<file path="config.mk">
export PLATFORM = sky130hd
export DESIGN_NAME = sat_counter
export DESIGN_NICKNAME = d
export VERILOG_FILES = /design/src/rtl/sat_counter.sv
export SDC_FILE = /design/constraint.sdc
export NUM_CORES = 1
export LEC_CHECK = 0
export BUFFER_PORTS_ARGS = -buffer_cell sky130_fd_sc_hd__buf_2
export CORE_MARGIN = 2
export CORE_UTILIZATION = 49
export DETAILED_ROUTE_END_ITERATION = 16
export GPL_TIMING_DRIVEN = 0
export PLACE_DENSITY_LB_ADDON = 0.2
export SYNTH_ARGS = -nofsm -noshare
export SYNTH_HDL_FRONTEND = slang
export SYNTH_SLANG_ARGS = --single-unit
</file>
<file path="constraint.sdc">
create_clock -name clk -period 1.8 [get_ports clk]
set_input_delay 0.54 -clock clk [delete_from_list [all_inputs] [get_ports clk]]
set_output_delay 0.54 -clock clk [all_outputs]
set_load 0.005 [all_outputs]
</file>
<file path="src/rtl/sat_counter.sv">
// rtl/sat_counter.sv - clearable up-counter that sticks at all-ones
module sat_counter #(
  parameter int WIDTH = 32
) (
  input  logic             clk,
  input  logic             rst_n,
  input  logic             clear,
  input  logic             inc,
  output logic [WIDTH-1:0] count
);

  logic [WIDTH-1:0] count_q;
  logic [WIDTH-1:0] count_d;

  always_comb begin
    count_d = count_q;
    if (clear) begin
      count_d = '0;
    end else if (inc && (count_q != '1)) begin
      count_d = count_q + WIDTH'(1);
    end
  end

  always_ff @(posedge clk or negedge rst_n) begin
    if (!rst_n) begin
      count_q <= '0;
    end else begin
      count_q <= count_d;
    end
  end

  assign count = count_q;

endmodule

</file>
# After elaboration in Yosys (flattened, before gate mapping)
# Cells that the tools add are included.
[word_totals]
input_bits = 4
output_inout_bits = 32
wordCells = 7
ff_bits = 32
[op_classes]
n_eq_ne = 1
addsub = 1
muxes = 2
reduce_logical = 2
[ops]
columns = ["op", "count"]
rows = [
  ["2-to-1 mux 32 bit", 2],
  ["adder 32 x 1 -> 32 bit (second input constant)", 1],
  ["inequality test 32 bit (second input constant)", 1],
  ["nonzero test 2 bit", 1],
  ["logical AND 1 bit", 1],
]

# Logic depth before layout (Yosys ltp)
# Gate-level depths: netlist of run 1.
[logic_depth]
depth_word = 4
ltp_mapped = 8
ltp_nobuf = 6

# Worst setup path before layout of run 1
# Ideal clock, no wire load.
[synth_timing]
kind = "reg-to-reg"
from = "register count_q[0] (netlist: count[0])"
to = "register count_q[31] (netlist: count[31])"
path_stages_with_launch = 8
slack_ns = -0.150
path_buffers = 1
synth_period_minus_slack_ns = 1.950
t_arrival_ns = 1.826
cell_sequence = "dfrtp_1 -> ha_1 -> nand4_1 -> nor4_2 -> a21o_1 -> buf_2 -> nor4_1 -> mux2_2"
[synth_via]
elab_chain_len = 3
word_cells_on_any_way = 6
cone_classes = "add/sub (1); eq/ne (1); mux (2); reduce/logical (2)"
[synth_rtl]
columns = ["element", "line_no", "text"]
rows = [
  ["start: declaration", "12", "logic [WIDTH-1:0] count_q;"],
  ["start signal: assignment", "28", "count_q <= count_d;"],
  ["adder 32 x 1 -> 32 bit / inequality test 32 bit (equally long branches)", "20, 19", ""],
  ["2-to-1 mux 32 bit / logical AND 1 bit (equally long branches)", "19", "end else if (inc && (count_q != '1)) begin"],
  ["2-to-1 mux 32 bit / nonzero test 2 bit (equally long branches)", "n/a", ""],
]
# Parallel ways exist; a longest one is shown, timed or not. The select of a mux whose other input is x is not followed.
# A chain may end at the register's enable or synchronous reset.

# Worst setup path in the final report of run 1
[layout_timing]
from = "register count_q[18] (netlist: count[18])"
to = "register count_q[7] (netlist: count[7])"
[layout_via]
elab_chain_len = 3
[layout_rtl]
columns = ["element", "line_no"]
rows = [
  ["inequality test 32 bit", "19"],
  ["logical AND 1 bit", "19"],
  ["nonzero test 2 bit (no source line)", "n/a"],
]
# No other way between the ends.

==> results of run 1 <==
[power breakdown]
group,internal (W),total (W),switching [W]
Clock,0.000312,0.000569,0.000258
Sequential,0.000724,0.000727,0.00000369
Combinational,0.0000293,0.0000827,0.0000534
[worst max path at each step]
stage / startpoint / to / slack [ns] / cells after the start
after floorplan: count[0] / count[3] / -0.08 / 6
after global placement: inc / count[29] / -0.34 / 7
after detailed placement: inc / count[27] / -0.32 / 7
after CTS: count[0] / count[3] / -0.10 / 7
after global routing: count[18] / count[7] / -0.22 / 8
final: count[18] / count[7] / -0.18 / 8
[critical path: cells and delay by family, from the launching register on]
| family | cells | cell delay, ns |
|---|---|---|
| buffers and inverters | 3 | 0.56 |
| AND/OR/NAND/NOR | 2 | 0.47 |
| AO/OA/AOI/OAI | 3 | 0.43 |
| flip-flops | 1 | 0.42 |
[final cells by class]
cell class | instances | area, sq um
Clock buffer | 8 | 90.1
Fill cell | 232 | 891
Multi-Input combinational cell | 152 | 1270
Tap cell | 48 | 60.1
Inverter | 7 | 26.3
Buffer | 7 | 52.6
Timing Repair Buffer | 68 | 455
Sequential cell | 32 | 813
[cells in the mapped netlist (2+ instances only)]
cell and instances:
nand2b_1 2, a31o_2 2, o31ai_1 3, nand4_1 6
xor2_1 3, buf_2 2, a211oi_1 5, nand2_1 11
nor2b_1 6, a21oi_1 11, nor4_2 2, or3_1 5
inv_1 7, nor3_1 4, mux2_2 5, a21o_1 3
clkbuf_1 4, and2_1 3, or4_1 3, xnor2_1 10
dfrtp_1 32, o21ai_0 4, and3_1 7, nand3_1 12
nor4_1 4, nor2_1 26
[metrics by stage]
stage / total power, W / utilization (%) / hold slack (ns) / cells
6_report: 0.00138 / 75.7 / 0.313 / 322
5_1_grt: 0.00143 / 75.7 / 0.378 / 322
4_1_cts: 0.00138 / 66.4 / 0.342 / 306
3_5_place_dp: 0.000810 / 57.7 / 0.591 / 281
3_3_place_gp: 0.000810 / 57.7 / 0.576 / 281
2_1_floorplan: 0.000776 / - / 0.244 / 198
[per-layer routing]
metal	up-vias	track usage (%)
li1	864	-
met1	911	33.5
met2	60	36.1
met3	7	3.25
met4	0	6.77
met5	-	0
[kinds of logic (layout without fill, tap and decap cells)]
group	Yosys count	in the layout	share of synthesized area [%]
and+or+nand+nor	99	99	30.5
AOI/OAI and AO/OA	32	32	11.9
DFF	32	32	43.2
buffers and inverters	14	90	3.17
xor gates and xnor gates	13	13	6.14
muxes	7	7	4.39
adders and majority gates	1	1	0.675
[what timing repair did]
item                       in CTS  in global routing
cloned                          1                  1
buffers inserted               16                 17
gates resized for setup        24                 48
hold buffers                    0                  0
pin swaps                      13                 26
setup endpoints to repair      23                 30
==> results.yml, run 1 <==
status:
  outcome: "complete, but fails checks"
  violations: "negative setup slack"
cts:
  cts_buffer_depth: 2
  htreeDepth: 2
  clk_pin_slew_worst_paths_ns: 0.07
  clock_insertion_delay_worst_skew_ns: 0.28
  tritoncts: "built"
  numCtsBuffers: 5
  clock-root-buffer: "clkbuf_8"
  cts.sinks: 32
layout:
  final_common_cell: "buf_2"
  final_nets: 278
  area_growth_pct: 49.4
  diodes: 0
  design_area_sq_mm: 0.00277
  largest_reg_flops: 32
  final_layout_size_suffix_gt1_share_pct: 51.5
  final_cell_mix: "buf_2, buf_4, nor2_1"
detailed_routing:
  firstDrtPassIters: 4
  drc: 0
  wl_met3_um: 262
  detail-route-antenna-nets: 0
  vias_per_cell: 5.72
  drt-met1-wl_mm: 2.37
  drt_iter0_drc: 126
  routed.top_layer: "met4"
  num_vias: 1842
  wl_mm: 5.44
  avgRoutedWirePerCell_um: 16.9
  wl_met2_mm: 2.76
synthesis:
  synth_cell_types: 42
  synth.area.top_cells: "dfrtp_1, nor2_1, xnor2_1, nand3_1, mux2_2"
  synthFlopType: "dfrtp_1"
  synth_top_area_cell: "dfrtp_1"
  yosys_register_bits: 32
  synth_edf_count: 0
  yosysWarnings: 0
  synth_nets: 203
  yosysTopAreaCellShare_pct: 43.2
  syn_avg_cell_area_sq_um: 9.37
  synth-seq-area-share_pct: 43.2
  syn_area_sq_mm: 0.00185
  synthCells: 198
  synth-async-reset-ratio_pct: 100
critical_path:
  path_max_fanout: 6
  required_ns: 1.99
  criticalPathCategory: "reg2reg"
  critPathLaunchType: "flip-flop"
  crit_top_cell: "buf_4"
  r2r_cells: 8
  cp.arrival_ns: 2.17
  r2r-end: "count[7]"
  reg2reg_slack_ns: -0.18
  crit_path_max_incr_delay_ns: 0.42
  crit_chain: "nand4_1, buf_4, nor4_4, buf_4, a31oi_4, buf_4, a21o_1, a21oi_1"
  cp-end-kind: "flip-flop"
  r2r_start: "count[18]"
  cpMaxStageDelayCell: "dfrtp_1"
sta:
  tightest_slew_ns: 0.726
  post-route-min-period_ns: 1.98
  fin_ws_ns: -0.184
  rsz0062_at_grt: "yes"
  setup_violations: 21
  fin_crit_sh_pct: 110
  hold_viol: 0
  timing.fmax_ghz: 0.504
  relSlewSlack_pct: 51.6
  skew_ns: 0.00401
  slew_viol_final: 0
  finalSetupTns_ns: -2.03
grt:
  antenna_found_initial: 0
  track_usage_pct: 23.1
  overflow: 0
  grt_pass1_vias: 1567
  grt_max_degree: 33
  grt_pass1_wl_mm: 7.67
pwr:
  peakVddDrop_uv: 518
  p_leak_nw: 1.30
  power_density_mw_per_mm2: 498
floorplanning:
  die_h_um: 65.5
  die_width_um: 65.5
  io_pins: 36
  dieArea_sq_mm: 0.00429
  initial_utilization_pct: 50.6
  core-area_sq_mm: 0.00366
  num_rows: 22
place:
  dp_hpwl_mm: 2.94
  pre_cts_slack_ns: -0.317
  placed_cell_area_sq_mm: 0.00211
  gp_congestion: 0.849
  port_buffers: 35
min_path:
  hold_path.class: "in2async"
run:
  maxCapViolCount: 0
Note: power is estimated with default switching activity, not from simulation.
==> run 2: changes to the inputs <==
Settings changed: CELL_PAD_IN_SITES_DETAIL_PLACEMENT set to 0, CELL_PAD_IN_SITES_GLOBAL_PLACEMENT set to 2, CORE_UTILIZATION 49 to 30, MAX_ROUTING_LAYER set to met4.
==> run 2 against run 1 <==
Die area increased by 59%. Critical path depth is 1 lower. Global-route usage shrank 5.8 points. The run still ends with negative setup slack left. First-iteration DRC count fell by 75%. Cell count is 4.7% higher. Total power up 1.7%. Sequential share of layout area increased by 1.9 points. Routed wire length is 4.9% lower. Critical endpoint is now count[25]. Critical path type unchanged. Worst hold slack improved by 0.021 ns. Combinational power increased by 2%. Flip-flop and latch count stayed put. Largest cell class unchanged.
==> results.yml, run 2 (synthesis results as in run 1) <==
status:
  outcome: "complete, but fails checks"
  violations: "negative setup slack"
grt:
  antenna_found_initial: 0
  track_usage_pct: 17.3
  grt_pass1_wl_mm: 8.51
  overflow: 0
  grt_pass1_vias: 1671
  grt_max_degree: 33
critical_path:
  cp-end-kind: "flip-flop"
  cpMaxStageDelayCell: "or4_1"
  critPathTopFamily: "simple AND/OR/NAND/NOR gates"
  critPathLaunchType: "flip-flop"
  crit_chain: "nand4_4, nor4_4, buf_4, a21o_1, buf_12, or4_1, a21oi_1"
  r2r_cells: 7
  path_max_fanout: 10
  criticalPathCategory: "reg2reg"
  cp.depth: 7
  cp.arrival_ns: 2.09
  crit_path_max_incr_delay_ns: 0.49
  required_ns: 2.01
  crit_buf_inv: 2
detailed_routing:
  avgRoutedWirePerCell_um: 15.3
  drt_iter0_drc: 31
  vias_per_cell: 5.06
  wl_mm: 5.17
  num_vias: 1704
  firstDrtPassIters: 4
  drc: 0
  detail-route-antenna-nets: 0
floorplanning:
  die_width_um: 82.6
  num_rows: 28
  initial_utilization_pct: 31.1
  die_h_um: 82.6
  dieArea_sq_mm: 0.00683
  io_pins: 36
  core-area_sq_mm: 0.00596
cts:
  cts.sinks: 32
  cts_buffer_depth: 2
  postCtsHoldBufs: 0
  clk_pin_slew_worst_paths_ns: 0.07
  htreeDepth: 2
  tritoncts: "built"
  numCtsBuffers: 5
  clock_insertion_delay_worst_skew_ns: 0.28
  clock-root-buffer: "clkbuf_8"
sta:
  post-route-min-period_ns: 1.88
  hold_viol: 0
  timing.fmax_ghz: 0.531
  fin_ws_ns: -0.0849
  skew_ns: 0.00357
  setup_violations: 10
  rsz0062_at_grt: "yes"
  tightest_slew_ns: 0.783
  fin_crit_sh_pct: 105
  slew_viol_final: 0
  holdWs_ns: 0.334
  relSlewSlack_pct: 47.8
layout:
  final_nets: 266
  final_layout_size_suffix_gt1_share_pct: 41.2
  fill_cells: 630
  area_growth_pct: 39.5
  final_cell_mix: "buf_2, nor2_1, dfrtp_1"
  largest_reg_flops: 32
  design_area_sq_mm: 0.00259
  diodes: 0
  final_common_cell: "buf_2"
pwr:
  peakVddDrop_uv: 236
  p_leak_nw: 1.22
  power_density_mw_per_mm2: 542
  power_w: 0.00140
run:
  maxCapViolCount: 0
place:
  port_buffers: 35
  pre_cts_slack_ns: -0.381
  placed_cell_area_sq_mm: 0.00215
  dp_hpwl_mm: 3.49
  gp_congestion: 0.720
min_path:
  hold_path.class: "in2async"
-- run 2: what timing repair did --
item	in CTS	in global routing
setup endpoints to repair	29	27
resized for setup	30	15
buffers inserted	19	2
gates cloned	0	0
pin swaps	7	7
-- run 2: per-stage QoR --
stage | TNS (ns) | utilization, % | std cells
finish | -0.476 | 43.4 | 337
CTS | -0.764 | 42.2 | 335
floorplan | -0.313 | - | 198
global placement | -5.68 | 36.1 | 308
global route | -2.76 | 43.4 | 337
detailed placement | -5.18 | 36.1 | 308
-- run 2: layout make-up --
type | instances | area [sq um] | area share (%)
well taps | 75 | 93.8 | 3.63
inverters | 7 | 26.3 | 1.02
flip-flops and latches | 32 | 810 | 31.3
clock buffers | 8 | 90.1 | 3.48
repair buffers | 56 | 337 | 13.0
multi-input cells | 152 | 1180 | 45.5
plain buffers | 7 | 55.1 | 2.13
-- run 2: report_power, final --
part	switching [W]	leakage (nW)	internal (W)	total, W
combinational	0.0000539	0.739	0.0000307	0.0000846
clock	0.000278	0.0455	0.000312	0.000590
sequential	0.00000561	0.434	0.000723	0.000729
total	0.000337	1.22	0.00107	0.00140
-- run 2: per-layer routing --
layer | vias up | part of all wire [%] | GRT usage, %
li1 | 843 | - | -
met1 | 831 | 47 | 21.5
met2 | 28 | 49 | 28.2
met3 | 2 | 3.9 | 4.02
met4 | 0 | 0.41 | 4.92
met5 | - | 0 | -
-- run 2: final timing paths --
check	to	from	slack, ns
min in group clk	count[30]	count[30]	0.59
max reg2reg	count[25]	count[21]	-0.08
max in group asynchronous	count[11]	rst_n	0.92
min reg2reg	count[30]	count[30]	0.59
min	count[19]	rst_n	0.33
max	count[25]	count[21]	-0.08
